### src/rtl/fetch_pkg.sv
// Shared types and default sizing for the fetch-to-decode instruction queue.
package fetch_pkg;

  localparam int IQ_DEPTH   = 8;
  localparam int IQ_FETCH_W = 2;
  localparam int IQ_ISSUE_W = 2;

  localparam logic [31:0] INSTR_NOP = 32'h0;

  typedef struct packed {
    logic [31:0] pc;
    logic [31:0] instr;
    logic        ds;
  } iq_entry_t;

endpackage

### src/rtl/fetch_iq_ring.sv
// Circular entry storage: FETCH_W write ports at wr_ptr+i, ISSUE_W combinational read ports at rd_ptr+i.
// Storage is not reset; validity is tracked by the owner of the pointers.
module fetch_iq_ring
  import fetch_pkg::*;
#(
  parameter int DEPTH   = IQ_DEPTH,
  parameter int FETCH_W = IQ_FETCH_W,
  parameter int ISSUE_W = IQ_ISSUE_W
) (
  input  logic                         clk,
  input  logic [FETCH_W-1:0]           i_wr_en,
  input  logic [$clog2(DEPTH)-1:0]     i_wr_ptr,
  input  iq_entry_t [FETCH_W-1:0]      i_wr_dat,
  input  logic [$clog2(DEPTH)-1:0]     i_rd_ptr,
  output iq_entry_t [ISSUE_W-1:0]      o_rd_dat
);

  localparam int PTR_W = $clog2(DEPTH);

  iq_entry_t        r_mem [DEPTH];
  logic [PTR_W-1:0] w_wr_idx [FETCH_W];
  logic [PTR_W-1:0] w_rd_idx [ISSUE_W];

  // Pointer width equals log2(DEPTH), so the adds wrap modulo DEPTH for free.
  for (genvar g = 0; g < FETCH_W; g++) begin : g_wr_idx
    assign w_wr_idx[g] = i_wr_ptr + PTR_W'(g);
  end

  for (genvar g = 0; g < ISSUE_W; g++) begin : g_rd
    assign w_rd_idx[g] = i_rd_ptr + PTR_W'(g);
    assign o_rd_dat[g] = r_mem[w_rd_idx[g]];
  end

  always_ff @(posedge clk) begin
    for (int i = 0; i < FETCH_W; i++) begin
      if (i_wr_en[i]) r_mem[w_wr_idx[i]] <= i_wr_dat[i];
    end
  end

endmodule

### src/rtl/fetch_instr_queue.sv
// Fetch/decode instruction queue: push visible next cycle, show-ahead head slots, flush empties it.
// in_ready is conservative (pre-pop count); fetch holds its data while in_ready is low.
module fetch_instr_queue
  import fetch_pkg::*;
#(
  parameter int DEPTH   = IQ_DEPTH,
  parameter int FETCH_W = IQ_FETCH_W,
  parameter int ISSUE_W = IQ_ISSUE_W
) (
  input  logic                         clk,
  input  logic                         rst,
  input  logic                         i_flush,
  input  logic [FETCH_W-1:0]           i_in_valid,
  input  logic [32*FETCH_W-1:0]        i_in_pc,
  input  logic [32*FETCH_W-1:0]        i_in_instr,
  input  logic [FETCH_W-1:0]           i_in_ds,
  output logic                         o_in_ready,
  output logic [ISSUE_W-1:0]           o_out_valid,
  output logic [32*ISSUE_W-1:0]        o_out_pc,
  output logic [32*ISSUE_W-1:0]        o_out_pc_plus4,
  output logic [32*ISSUE_W-1:0]        o_out_instr,
  output logic [ISSUE_W-1:0]           o_out_ds,
  input  logic [ISSUE_W-1:0]           i_out_accept,
  output logic [$clog2(DEPTH+1)-1:0]   o_count
);

  localparam int PTR_W = $clog2(DEPTH);
  localparam int CNT_W = $clog2(DEPTH+1);

  logic [PTR_W-1:0]          r_head;
  logic [PTR_W-1:0]          r_tail;
  logic [CNT_W-1:0]          r_count;
  logic [FETCH_W-1:0]        w_wr_en;
  logic [CNT_W-1:0]          w_push_k;
  logic [CNT_W-1:0]          w_pop_j;
  iq_entry_t [FETCH_W-1:0]   w_wr_dat;
  iq_entry_t [ISSUE_W-1:0]   w_rd_dat;

  assign o_in_ready = (DEPTH - int'(r_count)) >= FETCH_W;
  assign w_wr_en    = (o_in_ready && !i_flush) ? i_in_valid : '0;
  assign o_count    = r_count;

  for (genvar g = 0; g < FETCH_W; g++) begin : g_wr
    assign w_wr_dat[g] = '{pc: i_in_pc[32*g +: 32], instr: i_in_instr[32*g +: 32], ds: i_in_ds[g]};
  end

  // Empty slots present a nop bubble so decode never sees stale storage.
  for (genvar g = 0; g < ISSUE_W; g++) begin : g_rd
    assign o_out_valid[g]            = r_count > CNT_W'(g);
    assign o_out_pc[32*g +: 32]       = o_out_valid[g] ? w_rd_dat[g].pc : 32'h0;
    assign o_out_pc_plus4[32*g +: 32] = o_out_valid[g] ? w_rd_dat[g].pc + 32'd4 : 32'h0;
    assign o_out_instr[32*g +: 32]    = o_out_valid[g] ? w_rd_dat[g].instr : INSTR_NOP;
    assign o_out_ds[g]                = o_out_valid[g] & w_rd_dat[g].ds;
  end

  always_comb begin
    w_push_k = '0;
    w_pop_j  = '0;
    for (int i = 0; i < FETCH_W; i++) w_push_k += CNT_W'(w_wr_en[i]);
    for (int i = 0; i < ISSUE_W; i++) w_pop_j += CNT_W'(i_out_accept[i] & o_out_valid[i]);
  end

  always_ff @(posedge clk) begin
    if (rst || i_flush) begin
      r_head  <= '0;
      r_tail  <= '0;
      r_count <= '0;
    end else begin
      r_head  <= r_head + PTR_W'(w_pop_j);
      r_tail  <= r_tail + PTR_W'(w_push_k);
      r_count <= r_count + w_push_k - w_pop_j;
    end
  end

  fetch_iq_ring #(
    .DEPTH   (DEPTH),
    .FETCH_W (FETCH_W),
    .ISSUE_W (ISSUE_W)
  ) u_ring (
    .clk      (clk),
    .i_wr_en  (w_wr_en),
    .i_wr_ptr (r_tail),
    .i_wr_dat (w_wr_dat),
    .i_rd_ptr (r_head),
    .o_rd_dat (w_rd_dat)
  );

  // Valid/accept vectors must be contiguous prefixes starting at slot 0.
  a_in_prefix: assert property (@(posedge clk) disable iff (rst)
    (i_in_valid & (i_in_valid + FETCH_W'(1))) == '0);
  a_acc_prefix: assert property (@(posedge clk) disable iff (rst)
    (i_out_accept & (i_out_accept + ISSUE_W'(1))) == '0);

endmodule

### config.mk
export PLATFORM = sky130hd
export DESIGN_NAME = fetch_instr_queue
export DESIGN_NICKNAME = d
export VERILOG_FILES = /design/src/rtl/fetch_pkg.sv /design/src/rtl/fetch_iq_ring.sv /design/src/rtl/fetch_instr_queue.sv
export SDC_FILE = /design/constraint.sdc
export NUM_CORES = 1
export LEC_CHECK = 0
export CORE_UTILIZATION = 25
export CTS_CLUSTER_DIAMETER = 200
export DETAILED_ROUTE_END_ITERATION = 10
export GPL_TIMING_DRIVEN = 0
export PLACE_DENSITY = 0.51
export SLEW_MARGIN = 5
export SYNTH_ARGS = -nofsm -noshare
export SYNTH_HDL_FRONTEND = slang
export SYNTH_SLANG_ARGS = --single-unit
### constraint.sdc
create_clock -name clk -period 6.47 [get_ports clk]
set_input_delay 1.294 -clock clk [delete_from_list [all_inputs] [get_ports clk]]
set_output_delay 1.294 -clock clk [all_outputs]
set_load 0.02 [all_outputs]
======== Word level (Yosys, flattened, before mapping) ========
Memory sizes are Yosys's and may differ from the RTL's. A register that Yosys moved wholly into a read port is not among the register bits.
Cells that the tools add are included.
storage, ports and cells
  register bits ........................... 10
  output and inout port bits .............. 201
  memory bits (writable) .................. 520
  logic and storage cells ................. 37
  input port bits ......................... 137
  memories ................................ 1
operators by class
  muxes and demuxes ....................... 12
  bitwise operators ....................... 4
  order comparisons ....................... 3
  reductions and logical operators ........ 3
  $add $sub $neg .......................... 11
memories
  memory        depth  width  read ports  clocked after memory_dff  write ports  RTL line             RTL
  u_ring.r_mem  8      65     2           1                         2            fetch_iq_ring.sv:20  iq_entry_t r_mem [DEPTH];
operators by type and width
  operator               number
  $mux 32                6
  $add 32x3->32 const B  2
  $gt 4x1->1 const B     2
  $add 3x1->3 const B    2
  $add 3x2->3            2
  $ge 5x3->1 const B     1
  $sub 4x4->5 const A    1
  $add 1x1->2            2
  $add 4x2->4            1
  $and 1x1->1            4
  $mux 1                 4
  $sub 4x2->4            1
  $mux 3                 1
  $mux 2                 1
  $logic_and 1x1->1      1
  $logic_not 1->1        1
  $logic_or 1x1->1       1

======== Logic depth before layout (Yosys ltp) ========
  word-level depth ........................ 7
  depth in mapped cells ................... 16
  gate-level depth less buffers ........... 15

======== Modules after synthesis ========
From an unflattened synthesis, not the netlist that was laid out.
unflattened totals
  cell total of the unflattened synthesis .. 2518
  area, all modules ....................... 33951.3 µm²
by module, submodules not included
  module             area an instance (µm²)  sequential area each (µm²)  cells each  times used
  fetch_iq_ring      30897.1                 15615.0                     2046        1
  fetch_instr_queue  3054.2                  200.2                       472         1

======== Worst setup path after synthesis ========
Ideal clock, no wire load.
  kind .................................... flip-flop to flip-flop
  start point ............................. reg r_count[1], in the netlist o_count[1]
  end point ............................... mem u_ring.r_mem[0][0] (netlist bit) (enable)
  setup time .............................. 0.584 ns
  stages on the path, launching flop included .. 9
  arrival time ............................ 6.580 ns
  slack ................................... -0.694 ns
  cells stage by stage .................... dfxtp_1 > inv_1 > ha_1 > nand2b_1 > o211ai_1 > a21oi_1 > and3b_1 > nand2b_1 > o31ai_1
RTL lines
  what                    RTL line                 RTL
  from (decl)             fetch_instr_queue.sv:32  logic [CNT_W-1:0] r_count;
  from (signal assigned)  fetch_instr_queue.sv:71  r_count <= r_count + w_push_k - w_pop_j;
  to (decl)               fetch_iq_ring.sv:20

==> flow_summary.json <==
{
  "cts_buffer_depth": 3,
  "io_pins": 338,
  "cp-end-kind": "output pin",
  "tightest_slew_ps": 1400,
  "grt_first_pass_wirelength_um": 182000,
  "required_ps": 5180,
  "fin_skew_ps": 20.7,
  "synth_ff_type": "edfxtp_1",
  "whs_path_depth": 2,
  "crit_chain": "buf_6 -> buf_4 -> buf_4 -> buf_4 -> mux4_2 -> mux2i_2 -> nor3_2 -> nand4_1 -> clkbuf_1 -> nor4_1 -> nor3_1 -> clkdlybuf4s50_1",
  "synth_seq_area_share_pct": 48.7,
  "path_clk_slew_ps": 60,
  "path_common_cell": "buf_4",
  "finalNonFillerCells": 4389,
  "dr.first_iter.drc_count": 2032,
  "critical_path.max_fanout": 10,
  "crit_family": "buffers and inverters",
  "ff2ff_path_depth": 14,
  "hold_class": "reg -> reg",
  "syn_inst": 2141,
  "grt_pass1_vias": 22800,
  "root_buffer": "clkbuf_16",
  "grt_max_degree": 20,
  "syn2layout_area_growth_pct": 28.0,
  "fp.dieArea_um2": 131000,
  "placed_cells": 4248,
  "cp.arrival_ps": 5060,
  "clock-sinks": 530,
  "fin_nets": 2764,
  "fin_crit_sh_pct": 98.2,
  "hold_viol_final": 0,
  "busiest_layer": "met2",
  "drv_cap": 0,
  "r2r-end": "u_ring.r_mem[7][3]$_DFFE_PP_",
  "grt.overflow.total": 0,
  "dp_slack_ps": -1710,
  "p_per_area_nw_per_um2": 414,
  "antenna_found_initial": 26,
  "maxSlewHeadroom_pct": 6.72,
  "r2r_start": "o_count[0]$_SDFF_PP0_",
  "synthArstFlopShare_pct": 0,
  "row_count": 131,
  "finalPower_mw": 17.2,
  "peakVddDrop_v": 0.000254,
  "yosysWarnings": 0,
  "fp.coreArea_um2": 128000,
  "holdPathEnd": "o_count[0]$_SDFF_PP0_",
  "avgSynthCellArea_um2": 15.2,
  "wire_per_inst_um": 29.9,
  "synth_seq_cells": 530,
  "use_met3_pct": 4.57,
  "fin_crit_ps": 6360,
  "cts_max_level": 3,
  "grt_use_met1_pct": 25.4,
  "cts_hold_buf": 0,
  "die_height_um": 362,
  "critPathLaunchType": "flop",
  "max_stage_delay_ps": 690,
  "synth_edf_count": 520,
  "cts_buffers": 67,
  "setup_slack_ps": 114,
  "die_x_um": 362,
  "dr.pass1.iters": 5,
  "hpwl_um": 93400,
  "final_common_cell": "mux2_2",
  "nFillCells": 12700,
  "drc": 0,
  "gp_congestion": 0.836,
  "fmax_ghz": 0.157,
  "syn_nets": 2300,
  "final_cell_mix": "mux2_2, edfxtp_1, clkdlybuf4s50_1",
  "io_buffers": 337,
  "leakage_nw": 12.9,
  "cts_tree": "built",
  "status": "complete, no violations",
  "hp-start": "o_count[0]$_SDFF_PP0_",
  "crit_buf_inv": 6,
  "cp_slowest_cell": "clkdlybuf4s50_1",
  "grt_use_total_pct": 19.6,
  "finalMaxSlewViolations": 0,
  "synth_area_um2": 32500,
  "grt_use_met2_pct": 32.8,
  "avgViaCountPerCell": 5.14,
  "rrSetupSlack_ps": 1060,
  "via_count": 22500,
  "ant_nets": 0,
  "routed_wl_um": 131000,
  "yosysUniqueCellTypes": 61,
  "clk_latency_ps": 630,
  "drive_gt1_share_pct": 39.4,
  "initial_core_util_pct": 25.3,
  "finalSetupViolations": 0,
  "path_class": "reg -> out"
}
## cells in the mapped netlist (all sizes together), types with 6 or more instances
master	instances	share of area (%)
nand3	23	0.35
edfxtp	520	48
buf	70	1.3
mux2i	124	3.8
a21oi	47	0.72
nor4	16	0.37
o21ai	11	0.17
or3	6	0.12
a211oi	7	0.18
mux4	249	17
nor3	14	0.22
ha	18	0.69
clkbuf	94	1.1
nand2b	7	0.13
xor2	9	0.24
o31ai	14	0.32
and2	26	0.50
inv	23	0.27
dfxtp	10	0.62
nand4	8	0.15
nor2	130	1.5
mux2	535	19
nand2	102	1.2
xnor2	19	0.51
## state kept, by name, summed over array words and instances (netlist names)
name and flops:
o_count 4, r_head 3, u_ring.r_mem 520, r_tail 3
## worst max path at each step
stage / start / to / slack, ps / depth (start not counted)
after detailed placement: r_head[2]$_SDFF_PP0_ / o_out_pc_plus4[22] / -1710 / 10
after CTS: r_head[0]$_SDFF_PP0_ / o_out_pc_plus4[60] / 30 / 14
final: r_head[0]$_SDFF_PP0_ / o_out_pc_plus4[29] / 110 / 12
after global placement: i_in_valid[1] / u_ring.r_mem[4][11]$_DFFE_PP_ / -5640 / 8
after global routing: r_head[2]$_SDFF_PP0_ / o_out_pc_plus4[18] / -30 / 13
after floorplan: o_count[1]$_SDFF_PP0_ / u_ring.r_mem[5][0]$_DFFE_PP_ / 1140 / 8
## power by group
group	leakage, nW	switching (mW)	internal, mW	total (mW)
combinational	7.10	5.47	3.81	9.28
sequential	4.79	0.131	4.12	4.25
clock	1.01	1.54	2.11	3.66
## stage by stage
step | utilization (%) | cell area (um2) | setup TNS, ps | hold slack, ps
3_5_place_dp | 30.4 | 39000 | -77870 | 736
4_1_cts | 32.4 | 41500 | 0 | 754
2_1_floorplan | - | 32500 | 0 | 654
6_report | 32.4 | 41600 | 0 | 748
5_1_grt | 32.4 | 41500 | -27.7 | 763
3_3_place_gp | 29.7 | 38000 | -2879750 | 725
## metal layers
layer,part of all wire [%],wire length [um]
met5,0.17,221
met4,2.4,3190
met3,7.2,9440
met2,48,63200
met1,42,55100
## repair_timing
action	4_1_cts	5_1_grt
setup buffers	17	1
pin swaps	9	0
endpoints found under the setup margin	136	17
resized for setup	111	8
## cell families after synthesis
| group | share of synthesized area, % |
|---|---|
| muxes | 39.6 |
| xor gates and xnor gates | 0.755 |
| AOI/OAI and AO/OA | 2.30 |
| and+or+nand+nor | 5.04 |
| buffers and inverters | 2.64 |
| DFF | 48.7 |
| adders and majority gates | 0.940 |
## worst register-to-register path, delay by kind of cell, from the launching register on
| kind | cells | cell delay [ps] |
|---|---|---|
| AO/OA/AOI/OAI | 3 | 1110 |
| AND/OR/NAND/NOR | 3 | 640 |
| buffers and inverters | 7 | 2640 |
| adder cells (fa/ha/maj) | 1 | 260 |
| flip-flops | 1 | 450 |
## final cells by class
type | count | area [um2] | share of cell area [%]
clock buffers | 82 | 1780 | 4.27
flip-flops and latches | 530 | 15800 | 38.1
diodes | 6 | 15.0 | 0.0361
repair buffers | 396 | 4370 | 10.5
well taps | 1729 | 2160 | 5.21
inverters | 23 | 86.3 | 0.208
multi-input cells | 1424 | 16100 | 38.8
clock inverters | 36 | 295 | 0.711
plain buffers | 163 | 922 | 2.22
Power figures use the tool's default switching activity.
